**config.mk**
```make
export PLATFORM = sky130hd
export DESIGN_NAME = bcd_down_timer
export DESIGN_NICKNAME = d
export VERILOG_FILES = /design/src/rtl/bcd_down_timer.sv
export SDC_FILE = /design/constraint.sdc
export NUM_CORES = 1
export LEC_CHECK = 0
export ABC_AREA = 1
export BUFFER_PORTS_ARGS = -buffer_cell sky130_fd_sc_hd__buf_2
export CORE_ASPECT_RATIO = 1.2
export CORE_MARGIN = 8
export CORE_UTILIZATION = 56
export CTS_CLUSTER_SIZE = 20
export DETAILED_ROUTE_END_ITERATION = 8
export PLACE_DENSITY = 0.74
export SLEW_MARGIN = 20
export SYNTH_ARGS = -nofsm -noshare
export SYNTH_HDL_FRONTEND = slang
export SYNTH_SLANG_ARGS = --single-unit
```
**constraint.sdc**
```tcl
create_clock -name clk -period 3 [get_ports clk]
set_input_delay 0.3 -clock clk [delete_from_list [all_inputs] [get_ports clk]]
set_output_delay 0.3 -clock clk [all_outputs]
set_load 0.01 [all_outputs]
```
**src/rtl/bcd_down_timer.sv**
```systemverilog
// -----------------------------------------------------------------------------
// bcd_down_timer
//   Two-digit BCD countdown timer (99..00). While running, the count drops by
//   one every TICK_DIV clocks. Supports parallel BCD load, start/pause pulses
//   and a one-cycle end-of-count pulse. With WRAP=1 the last loaded value is
//   reloaded on the tick after reaching 00 and counting continues.
//
// Ports
//   clk       in   system clock, rising edge
//   rst       in   asynchronous reset, active-low
//   start     in   pulse: begin (IDLE/DONE) or resume (PAUSE) counting
//   pause     in   pulse: suspend counting while running
//   load      in   pulse: load load_val (ignored while running)
//   load_val  in   [7:4] tens BCD, [3:0] ones BCD
//   q_tens    out  current tens digit
//   q_ones    out  current ones digit
//   running   out  high while counting
//   done      out  one-cycle pulse in the first cycle q shows 00
//   load_err  out  one-cycle pulse when a load with a non-BCD nibble is rejected
// -----------------------------------------------------------------------------
module bcd_down_timer #(
   parameter int TICK_DIV = 100000000,
   parameter bit WRAP     = 1'b0
) (
   input  logic       clk,
   input  logic       rst,
   input  logic       start,
   input  logic       pause,
   input  logic       load,
   input  logic [7:0] load_val,
   output logic [3:0] q_tens,
   output logic [3:0] q_ones,
   output logic       running,
   output logic       done,
   output logic       load_err
);

   // A one-bit prescaler is kept even for TICK_DIV=1; it simply stays at 0.
   localparam int            PW   = (TICK_DIV > 1) ? $clog2(TICK_DIV) : 1;
   localparam logic [PW-1:0] PMAX = PW'(TICK_DIV - 1);

   typedef enum logic [1:0] {
      S_IDLE  = 2'd0,
      S_RUN   = 2'd1,
      S_PAUSE = 2'd2,
      S_DONE  = 2'd3
   } state_t;

   state_t        state_q, state_d;
   logic [3:0]    tens_q, tens_d;
   logic [3:0]    ones_q, ones_d;
   logic [7:0]    rel_q, rel_d;
   logic [PW-1:0] pres_q, pres_d;
   logic          run_q, run_d;
   logic          done_q, done_d;
   logic          lerr_q, lerr_d;

   logic q_zero;
   logic ld_ok;

   assign q_zero = (tens_q == 4'd0) && (ones_q == 4'd0);
   assign ld_ok  = (load_val[7:4] <= 4'd9) && (load_val[3:0] <= 4'd9);

   always_comb begin
      state_d = state_q;
      tens_d  = tens_q;
      ones_d  = ones_q;
      rel_d   = rel_q;
      pres_d  = pres_q;
      done_d  = 1'b0;
      lerr_d  = 1'b0;

      if (state_q == S_RUN) begin
         // Loads and starts are ignored here; pause beats a simultaneous start.
         if (pause) begin
            state_d = S_PAUSE;
         end else if (pres_q == PMAX) begin
            pres_d = '0;
            if (q_zero) begin
               // Only reachable with WRAP=1: restart from the reload value.
               tens_d = rel_q[7:4];
               ones_d = rel_q[3:0];
            end else begin
               if (ones_q != 4'd0) begin
                  ones_d = ones_q - 4'd1;
               end else begin
                  ones_d = 4'd9;
                  tens_d = tens_q - 4'd1;
               end
               // 01 is the only value whose decrement lands on 00.
               if (tens_q == 4'd0 && ones_q == 4'd1) begin
                  done_d = 1'b1;
                  if (!WRAP) state_d = S_DONE;
               end
            end
         end else begin
            pres_d = pres_q + PW'(1);
         end
      end else begin
         // IDLE, PAUSE, DONE: a load (valid or not) swallows any start.
         if (load) begin
            if (ld_ok) begin
               tens_d = load_val[7:4];
               ones_d = load_val[3:0];
               rel_d  = load_val;
               if (state_q == S_DONE) state_d = S_IDLE;
            end else begin
               lerr_d = 1'b1;
            end
         end else if (start && !q_zero) begin
            // Resuming from PAUSE keeps the partial prescaler count.
            if (state_q != S_PAUSE) pres_d = '0;
            state_d = S_RUN;
         end
      end

      run_d = (state_d == S_RUN);
   end

   always_ff @(posedge clk or negedge rst) begin
      if (!rst) begin
         state_q <= S_IDLE;
         tens_q  <= 4'd0;
         ones_q  <= 4'd0;
         rel_q   <= 8'h00;
         pres_q  <= '0;
         run_q   <= 1'b0;
         done_q  <= 1'b0;
         lerr_q  <= 1'b0;
      end else begin
         state_q <= state_d;
         tens_q  <= tens_d;
         ones_q  <= ones_d;
         rel_q   <= rel_d;
         pres_q  <= pres_d;
         run_q   <= run_d;
         done_q  <= done_d;
         lerr_q  <= lerr_d;
      end
   end

   assign q_tens   = tens_q;
   assign q_ones   = ones_q;
   assign running  = run_q;
   assign done     = done_q;
   assign load_err = lerr_q;

endmodule

```
==> flow_summary.yaml <==
global_route:
  grt_max_degree: 49
  antenna_found_initial: 0
  grt_overflow: 0
  grt_pass1_vias: 2923
  grt_pass1_wl_um: 12860
  grt.total_usage_pct: 18.70
routing:
  drtPass1Iterations: 4
  drc: 0
  drt_iter0_markers: 128
  vias: 3021
  viasPerCell: 5.356
  routedWlPerCell_um: 13.26
  ant_nets: 0
  wirelength_um: 7481
yosys:
  synth_top_area_cell: "dfrtp_1"
  synth_edf_count: 0
  synth.most_common_cell: "nand2_1"
  netlist_area_sq_mm: 0.003157
  postSynthCellCount: 476
  ys_seq_elements: 48
  synth_top_area_share_pct: 38.05
  yosys_warnings: 0
  synth_ff_type: "dfrtp_1"
  synth.avg_cell_area_sq_um: 6.632
  synth-async-reset-ratio_pct: 100.0
  synth_common_cells: "nand2_1, nor2_1, inv_1"
  synth_area_leaders: "dfrtp_1, nand2_1, nor2_1"
  synth_cell_types: 32
  syn_nets: 491
  seq_area_frac_synth_pct: 38.05
sta:
  worst_pin_slew_ns: 0.6852
  max_freq_ghz: 0.4835
  skew_ns: 0.006175
  hold_viol_final: 0
  fin_ws_ns: 0.9318
  final.min_clock_period_ns: 2.068
  slew_headroom_pct: 53.83
  whs_ns: 0.0003826
  post-route-period-util_pct: 68.94
  setup_viol: 0
  tns_ns: 0
  drv_slew: 0
  rsz0062_at_grt: "no"
job:
  drv_cap: 0
clock_network:
  clock-root-buffer: "clkbuf_8"
  ctsLongestPathBuffers: 2
  hold_buffers: 0
  post_cts_buffers: 0
  clk_latency_ns: 0.30
  cts_tree: "yes"
  cts_sinks: 48
  cts_resized: 0
  cts_buffers: 5
  htreeDepth: 2
  clkSlewWorstSetupHoldPaths_ns: 0.09
floorplan:
  die_y_um: 98.25
  die_area_sq_mm: 0.008306
  die_w_um: 84.54
  num_rows: 30
  core_area_sq_mm: 0.005555
  start_util_pct: 56.82
  ios: 24
placement:
  pre_cts_ws_ns: 0.9529
  hpwl_um: 5638
  gp_congestion: 0.8914
  port-buffer-count: 23
worst_setup_path:
  arrival_ns: 2.31
  slowest_stage: "dfrtp_1"
  crit_required_ns: 3.24
  ff2ff_path_depth: 10
  r2r_slack_ns: 0.93
  rr_endpoint: "pres_q[16]"
  path_cells: "inv_1, ha_1, nand2_1, o21ai_0, nand2_1, nand2_2, inv_2, nand2_1, nand2_1, nor2_1"
  path_common_cell: "nand2_1"
  crit_path_max_fanout: 14
  endpoint_kind: "flop"
  critPathMaxStageDelay_ns: 0.42
  critPathKind: "flop to flop"
  r2r_start: "q_tens[0]"
  cp-start-kind: "flop"
finish:
  nets: 514
  final_core_util_pct: 61.51
  multi_input_area_sq_mm: 0.001670
  fillers: 534
  synthToLayoutAreaGrowth_pct: 8.244
  final_layout_size_suffix_gt1_share_pct: 9.800
  seq_area_sq_mm: 0.001201
  antenna_cells: 0
power_and_ir_drop:
  leakage_nw: 1.703
  peakVddDrop_uv: 462.6
  power_density_mw_per_mm2: 687.8
hold_path:
  min_path_type: "input pin to async pin"
status:
  status: "finished, final reports clean"
-- placed cells by master (no fill, tap or decap), types with 2 or more instances in the layout --
| master | instances |
|---|---|
| buf_2 | 22 |
| nand3b_1 | 2 |
| nand4_1 | 11 |
| dfrtp_1 | 48 |
| nand2_1 | 165 |
| a21oi_1 | 4 |
| ha_1 | 2 |
| buf_4 | 3 |
| xor2_1 | 6 |
| o21bai_1 | 2 |
| o21ai_0 | 18 |
| xnor2_1 | 5 |
| inv_2 | 3 |
| and2_1 | 2 |
| o31ai_1 | 2 |
| nand2_2 | 5 |
| inv_1 | 56 |
| mux2_2 | 3 |
| nor3_1 | 6 |
| clkbuf_8 | 5 |
| nand3_1 | 48 |
| nor2_1 | 69 |
-- worst max path at each step --
stage                    start    endpoint  slack (ns)
floorplan            q_tens[0]   pres_q[6]        1.33
finish               q_tens[0]  pres_q[16]        0.93
global placement     q_tens[0]  pres_q[15]        1.02
CTS                  q_tens[0]  pres_q[16]        0.94
detailed placement  state_q[1]  pres_q[16]        0.95
global route         q_tens[0]  pres_q[18]        0.68
-- report_power, final --
part | internal (mW) | switching, mW
combinational | 0.317 | 0.635
sequential | 0.787 | 0.141
clock | 0.247 | 0.223
-- metal layers --
metal  vias to the layer above  wire [um]  global-route usage (%)
li1                       1543          -                       -
met1                      1391       3255                   21.64
met2                        74       3831                   33.88
met3                        13        275                   3.025
met4                         0        119                   6.044
met5                         -          0                       0
-- per-stage QoR --
step / total power, mW / cells / area, sq um
2_1_floorplan: 1.657 / 476 / 3157
3_3_place_gp: 1.869 / 556 / 3303
3_5_place_dp: 1.892 / 556 / 3303
4_1_cts: 2.364 / 564 / 3415
5_1_grt: 2.532 / 564 / 3417
6_report: 2.350 / 564 / 3417
-- cell type report --
type                    count  share of cell area, %
multi-input cells         360                  48.88
inverters                  59                  6.481
well taps                  64                  2.343
clock buffers               5                  2.014
clock inverters             3                  1.245
repair buffers             25                  3.881
flip-flops and latches     48                  35.15
-- cells by family after synthesis --
family / synth area share [%]
and+or+nand+nor: 41.30
buffers and inverters: 9.037
DFF: 38.05
AOI/OAI and AO/OA: 6.699
xor gates and xnor gates: 3.052
muxes: 1.070
adders and majority gates: 0.7926
-- flip-flops by register name, summed over array words and instances (netlist names) --
| signal | cells |
|---|---|
| q_ones | 4 |
| pres_q | 27 |
| done | 1 |
| running | 1 |
| load_err | 1 |
| rel_q | 8 |
| state_q | 2 |
| q_tens | 4 |
-- critical path: cells and delay by family (launching register included) --
family	cells	cell delay, ns
AO/OA/AOI/OAI	1	0.20
adder cells (fa/ha/maj)	1	0.21
buffers and inverters	2	0.27
flip-flops	1	0.42
AND/OR/NAND/NOR	6	0.90
Power figures use the tool's default switching activity.
